`config.mk`:
```
export PLATFORM = sky130hd
export DESIGN_NAME = fetch_stage_flat
export DESIGN_NICKNAME = d
export VERILOG_FILES = /design/src/rtl/cpu_pkg.sv /design/src/rtl/fetch_stage_if.sv /design/src/rtl/fetch_stage_ifid_reg.sv /design/src/rtl/fetch_stage.sv /design/src/flat_wrapper.sv
export SDC_FILE = /design/constraint.sdc
export NUM_CORES = 1
export LEC_CHECK = 0
export BUFFER_PORTS_ARGS = -buffer_cell sky130_fd_sc_hd__buf_4
export CORE_ASPECT_RATIO = 0.75
export CORE_MARGIN = 4
export CORE_UTILIZATION = 55
export DETAILED_ROUTE_END_ITERATION = 6
export PLACE_DENSITY = 0.77
export SYNTH_ARGS = -nofsm -noshare
export SYNTH_HDL_FRONTEND = slang
export SYNTH_HIERARCHICAL = 1
export SYNTH_SLANG_ARGS = --single-unit
```
`constraint.sdc`:
```
create_clock -name clk -period 2.2 [get_ports clk]
set_input_delay 0.33 -clock clk [delete_from_list [all_inputs] [get_ports clk]]
set_output_delay 0.33 -clock clk [all_outputs]
set_load 0.03 [all_outputs]
```
`src/rtl/cpu_pkg.sv`:
```
// rtl/cpu_pkg.sv - shared core constants, instruction field positions and fetch FSM states
package cpu_pkg;

   localparam int AW_DEF = 9;
   localparam int IW_DEF = 16;

   localparam logic [15:0] NOP_INSTR = 16'h0000;

   localparam int OPC_MSB = 15;
   localparam int OPC_LSB = 13;
   localparam int OP_MSB  = 12;
   localparam int OP_LSB  = 11;

   typedef enum logic [1:0] {
      REQ,
      WAIT,
      HOLD
   } fetch_state_t;

endpackage

```
`src/rtl/fetch_stage_if.sv`:
```
// rtl/fetch_stage_if.sv - instruction-memory request/response handshake between fetch and imem
interface fetch_stage_if
   import cpu_pkg::*;
#(
   parameter int AW = AW_DEF,
   parameter int IW = IW_DEF
);

   logic          req;
   logic [AW-1:0] addr;
   logic          ready;
   logic [IW-1:0] rdata;

   modport master (output req, output addr, input ready, input rdata);
   modport slave  (input req, input addr, output ready, output rdata);

endinterface

```
`src/rtl/fetch_stage_ifid_reg.sv`:
```
// rtl/fetch_stage_ifid_reg.sv - generic pipeline register, priority reset > flush > stall > load
module ifid_reg #(
   parameter int W = 16
) (
   input  logic         clk,
   input  logic         rst,
   input  logic         load,
   input  logic         stall,
   input  logic         flush,
   input  logic [W-1:0] d,
   output logic         valid,
   output logic [W-1:0] q
);

   always_ff @(posedge clk or posedge rst) begin
      if (rst) begin
         valid <= 1'b0;
         q     <= '0;
      end else if (flush) begin
         valid <= 1'b0;
         q     <= '0;
      end else if (!stall && load) begin
         valid <= 1'b1;
         q     <= d;
      end
   end

endmodule

```
`src/rtl/fetch_stage.sv`:
```
// rtl/fetch_stage.sv - PC owner and single-outstanding instruction fetcher feeding the IF/ID register
module fetch_stage
   import cpu_pkg::*;
#(
   parameter int            AW       = AW_DEF,
   parameter int            IW       = IW_DEF,
   parameter logic [AW-1:0] RESET_PC = '0
) (
   input  logic          clk,
   input  logic          reset,
   fetch_stage_if.master imem,
   input  logic          pc_load,
   input  logic [AW-1:0] pc_target,
   input  logic          ifid_stall,
   input  logic          ifid_flush,
   output logic          ifid_valid,
   output logic [IW-1:0] ifid_instr,
   output logic [AW-1:0] ifid_pc,
   output logic [2:0]    opcode,
   output logic [1:0]    op
);

   fetch_state_t  state;
   logic [AW-1:0] pc;
   logic          squash;
   logic [AW-1:0] hold_pc;
   logic [IW-1:0] hold_instr;

   logic          wait_take;
   logic          hold_take;
   logic [AW+IW-1:0] ifid_d;
   logic [AW+IW-1:0] ifid_q;

   assign imem.req  = (state == REQ);
   assign imem.addr = pc;

   // squash marks the outstanding request as wrong-path after a redirect
   always_ff @(posedge clk or posedge reset) begin
      if (reset) begin
         state      <= REQ;
         pc         <= RESET_PC;
         squash     <= 1'b0;
         hold_pc    <= '0;
         hold_instr <= IW'(NOP_INSTR);
      end else begin
         case (state)
            REQ: begin
               state <= WAIT;
               if (pc_load) begin
                  pc     <= pc_target;
                  squash <= 1'b1;
               end
            end
            WAIT: begin
               if (pc_load) begin
                  pc     <= pc_target;
                  squash <= !imem.ready;
                  if (imem.ready) state <= REQ;
               end else if (imem.ready) begin
                  if (squash) begin
                     squash <= 1'b0;
                     state  <= REQ;
                  end else begin
                     pc <= pc + 1'b1;
                     if (ifid_stall) begin
                        hold_pc    <= pc;
                        hold_instr <= imem.rdata;
                        state      <= HOLD;
                     end else begin
                        state <= REQ;
                     end
                  end
               end
            end
            HOLD: begin
               if (pc_load) begin
                  pc    <= pc_target;
                  state <= REQ;
               end else if (!ifid_stall) begin
                  state <= REQ;
               end
            end
            default: state <= REQ;
         endcase
      end
   end

   assign wait_take = (state == WAIT) && imem.ready && !squash && !pc_load;
   assign hold_take = (state == HOLD) && !pc_load;
   assign ifid_d    = (state == HOLD) ? {hold_pc, hold_instr} : {pc, imem.rdata};

   ifid_reg #(.W(AW + IW)) u_ifid (
      .clk   (clk),
      .rst   (reset),
      .load  (wait_take || hold_take),
      .stall (ifid_stall),
      .flush (pc_load || ifid_flush),
      .d     (ifid_d),
      .valid (ifid_valid),
      .q     (ifid_q)
   );

   assign {ifid_pc, ifid_instr} = ifid_q;

   assign opcode = ifid_instr[OPC_MSB:OPC_LSB];
   assign op     = ifid_instr[OP_MSB:OP_LSB];

endmodule

```
`src/flat_wrapper.sv`:
```
// flat-port wrapper written by rule: the top's interface ports become plain ports
module fetch_stage_flat import cpu_pkg::*;
#(
   parameter int            AW       = AW_DEF,
   parameter int            IW       = IW_DEF,
   parameter logic [AW-1:0] RESET_PC = '0
)
  (clk, reset, pc_load, pc_target, ifid_stall, ifid_flush, ifid_valid, ifid_instr, ifid_pc, opcode, op, imem_req, imem_addr, imem_ready, imem_rdata);
  fetch_stage_if #(.AW(AW), .IW(IW)) imem_i ();
  input  logic clk;
  input  logic reset;
  input  logic pc_load;
  input  logic [AW-1:0] pc_target;
  input  logic ifid_stall;
  input  logic ifid_flush;
  output logic ifid_valid;
  output logic [IW-1:0] ifid_instr;
  output logic [AW-1:0] ifid_pc;
  output logic [2:0] opcode;
  output logic [1:0] op;
  output wire logic [$bits(imem_i.req)-1:0] imem_req;
  output wire logic [$bits(imem_i.addr)-1:0] imem_addr;
  input wire logic [$bits(imem_i.ready)-1:0] imem_ready;
  input wire logic [$bits(imem_i.rdata)-1:0] imem_rdata;
  assign imem_req = imem_i.req;
  assign imem_addr = imem_i.addr;
  assign imem_i.ready = imem_ready;
  assign imem_i.rdata = imem_rdata;
  fetch_stage #(.AW(AW), .IW(IW), .RESET_PC(RESET_PC)) u_core (.clk(clk), .reset(reset), .imem(imem_i), .pc_load(pc_load), .pc_target(pc_target), .ifid_stall(ifid_stall), .ifid_flush(ifid_flush), .ifid_valid(ifid_valid), .ifid_instr(ifid_instr), .ifid_pc(ifid_pc), .opcode(opcode), .op(op));
endmodule
```
==> run summary <==
Post-synth top cells - dfrtp_1, mux2_2, nand2b_1
Internal power - 0.002396 W
Maximum clock path buffer count - 2
Worst path bufs/invs - 0
Global-route wire length before repair - 12.19 mm
Fin crit period - 1.764 ns
Metal-1 WL - 3.448 mm
CTS H-Tree Depth - 3
Placer Congestion - 0.7264
Number of synthesized flops with an enable pin - 0
Metal2 WL - 3.516 mm
Hold Violations, Final - 0
Average size of a mapped cell - 12.13 um2
Final net count - 382
Syn Nets - 315
Vias in the first global route - 2,442
Outcome - complete, no violations
Max Used Layer - met4
Fin crit share - 0.8017
Die Height - 76.41 um
Critical Path Sink Type - flip-flop
RSZ-0062 raised after global routing - no
Die width - 99.22 um
Leak pwr - 1.953 nW
DRT iter0 DRCs - 140
#FFs+latches synth - 63
Switching Share - 0.2883
CP max stage delay - 0.46 ns
CTS Root Cell - clkbuf_8
Top-count cell post-synth - dfrtp_1
CTS Sinks - 63
Synth Warn # - 6
CTS tree - done
TNS Setup - 0 ns
Avg Vias per Cell - 5.734
Largest net degree at the start of global routing - 52
# hold bufs at CTS - 1
Largest area contributor in the netlist - dfrtp_1
Worst Path Max Fanout - 25
Top_reg_cell synth - dfrtp_1
Pwr Density - 802.3 nW/um2
TritonCTS buffer count - 9
Slew Viols, Final - 0
Antenna fix cells - 0
Critical path launch point type - flip-flop
CTS clk-pin slew, worst paths - 0.07 ns
Layout cells sized above 1 - 0.4845
Sequential Power Share - 0.468
Per-cell routed wire length - 17.25 um
Post-CTS Setup Inserts - 0
Worst-Margin Slew - 0.7091 ns
Initial Utilization - 0.5802
Routed Antenna Nets - 0
Hold Crit Class - input port to flip-flop
Port Buffers - 71
Area Overhead vs Synth - 22.24%
Row cnt - 24
Worst skew pair latency - 0.34 ns
Final setup vio count - 0
Slew headroom - 0.5272
Clk pwr share - 0.297
Asr flop ratio synth - 1.000
Clk_skew - 0.006616 ns
Logic pwr share - 0.235
Synth top area cells - dfrtp_1, mux2_2, mux2_4
Critical path's top delay family - simple AND/OR/NAND/NOR gates
Distinct cells, synth - 35
Crit path cell chain - nand2_2 -> nor3_4 -> nand3b_4 -> mux2_4
Total global routing overflow - 0
Setup CP Type - flip-flop to flip-flop
Synthesized area - 3432 um2
Die Area - 7581 um2
Io pins - 72
Met3 WL post-DR - 421 um
Post_cts resized - 0
Critical path arrival - 1.99 ns
Antenna violations before repair - 0
Final wirelength - 7.468 mm
DP Wirelength - 4.937 mm
Register area share after synthesis - 0.4594
DRC viols - 0
Total track usage - 0.2000
Pre-antenna DRT Iters - 4
Sw power - 0.0009704 W
Max cap viols - 0
Max Fclk - 567.0 MHz
Final core utilization - 0.7092
Synth top area share - 0.4594
Core ar. - 5916 um2
Critical-path top delay cell - dfrtp_1
Peak VDD IR - 0.4693 mV
Critical Path RT - 2.43 ns
Via count - 2,483
Mapped Cells - 283
## routing by layer
layer  GRT usage  vias up
met2      0.2996       61
met1      0.2819     1254
met3     0.06587       11
met4     0.04638        0
met5           0        -
li1            -     1157
## kinds of logic after synthesis
group	Yosys count	synth area share
mux	51	0.1888
buf+inv	27	0.04739
compound gates	57	0.1127
simple gates	84	0.1881
fa+ha+maj	1	0.003645
flops	63	0.4594
## metrics by stage
| stage | worst slack (ns) | power, W | area (um2) | hold slack (ns) | instances |
|---|---|---|---|---|---|
| final | 0.4362 | 0.003366 | 4195 | 0.1955 | 433 |
| after detailed placement | 0.4647 | 0.002381 | 3986 | 0.3767 | 416 |
| after floorplan | 0.4723 | 0.002127 | 3432 | 0.3700 | 283 |
| after global routing | 0.3413 | 0.003532 | 4195 | 0.1846 | 433 |
| after global placement | 0.5408 | 0.002349 | 3986 | 0.3738 | 416 |
| after CTS | 0.4495 | 0.003392 | 4195 | 0.1823 | 433 |
## worst register-to-register path: stages, from the launching register on
cell	delay [ns]
dfrtp_1	0.46
nand2_2	0.10
nor3_4	0.19
nand3b_4	0.43
mux2_4	0.47
## state kept, by name, indices dropped and copies added (netlist names)
signal               count
u_core/state             2
u_core/u_ifid/valid      1
u_core/u_ifid/q         25
u_core/hold_instr       16
u_core/squash            1
u_core/hold_pc           9
u_core/imem.addr         9
## final timing paths
path | startpoint | end | slack [ns] | cells past startpoint
worst min-delay path | imem_ready | u_core/state[0] | 0.20 | 2
worst min register to register | u_core/hold_instr[1] | u_core/hold_instr[1] | 0.51 | 1
min in group asynchronous | reset | u_core/u_ifid/q[8] | 0.55 | 3
worst max register to register | u_core/state[0] | u_core/hold_instr[11] | 0.44 | 4
worst max-delay path | u_core/state[0] | u_core/hold_instr[11] | 0.44 | 4
max in group asynchronous | reset | u_core/u_ifid/q[16] | 1.07 | 4
## layout by cell type (no fill, tap or decap), types with 2 or more instances in the layout
| cell type | instances |
|---|---|
| nand3_1 | 5 |
| clkinvlp_4 | 3 |
| o21ai_2 | 20 |
| nand4bb_1 | 25 |
| nand2_1 | 10 |
| a2bb2oi_1 | 3 |
| clkbuf_8 | 10 |
| nor2b_1 | 3 |
| nand2b_1 | 27 |
| dfrtp_1 | 63 |
| mux2_2 | 30 |
| inv_1 | 3 |
| and3_1 | 2 |
| o21ai_0 | 15 |
| nor2_1 | 2 |
| buf_4 | 78 |
| mux2_4 | 20 |
| a21oi_1 | 13 |
| o22ai_1 | 2 |
## power by group through the flow
stage	registers, W	clock network, W	logic (W)
floorplan	0.00162	0	0.000510
global placement	0.00158	0	0.000766
detailed placement	0.00159	0	0.000793
CTS	0.00157	0.00102	0.000797
global route	0.00161	0.00107	0.000853
finish	0.00158	0.000999	0.000792
## area by class of cell
class / count / area, um2
timing repair buffer: 80 / 615.6
tap: 78 / 97.59
inverter: 3 / 11.26
clock buffer: 11 / 141.4
clock inverter: 5 / 57.56
sequential: 63 / 1577
fill: 433 / 1720
multi-input combinational: 193 / 1695
(Power assumes the default switching activity.)
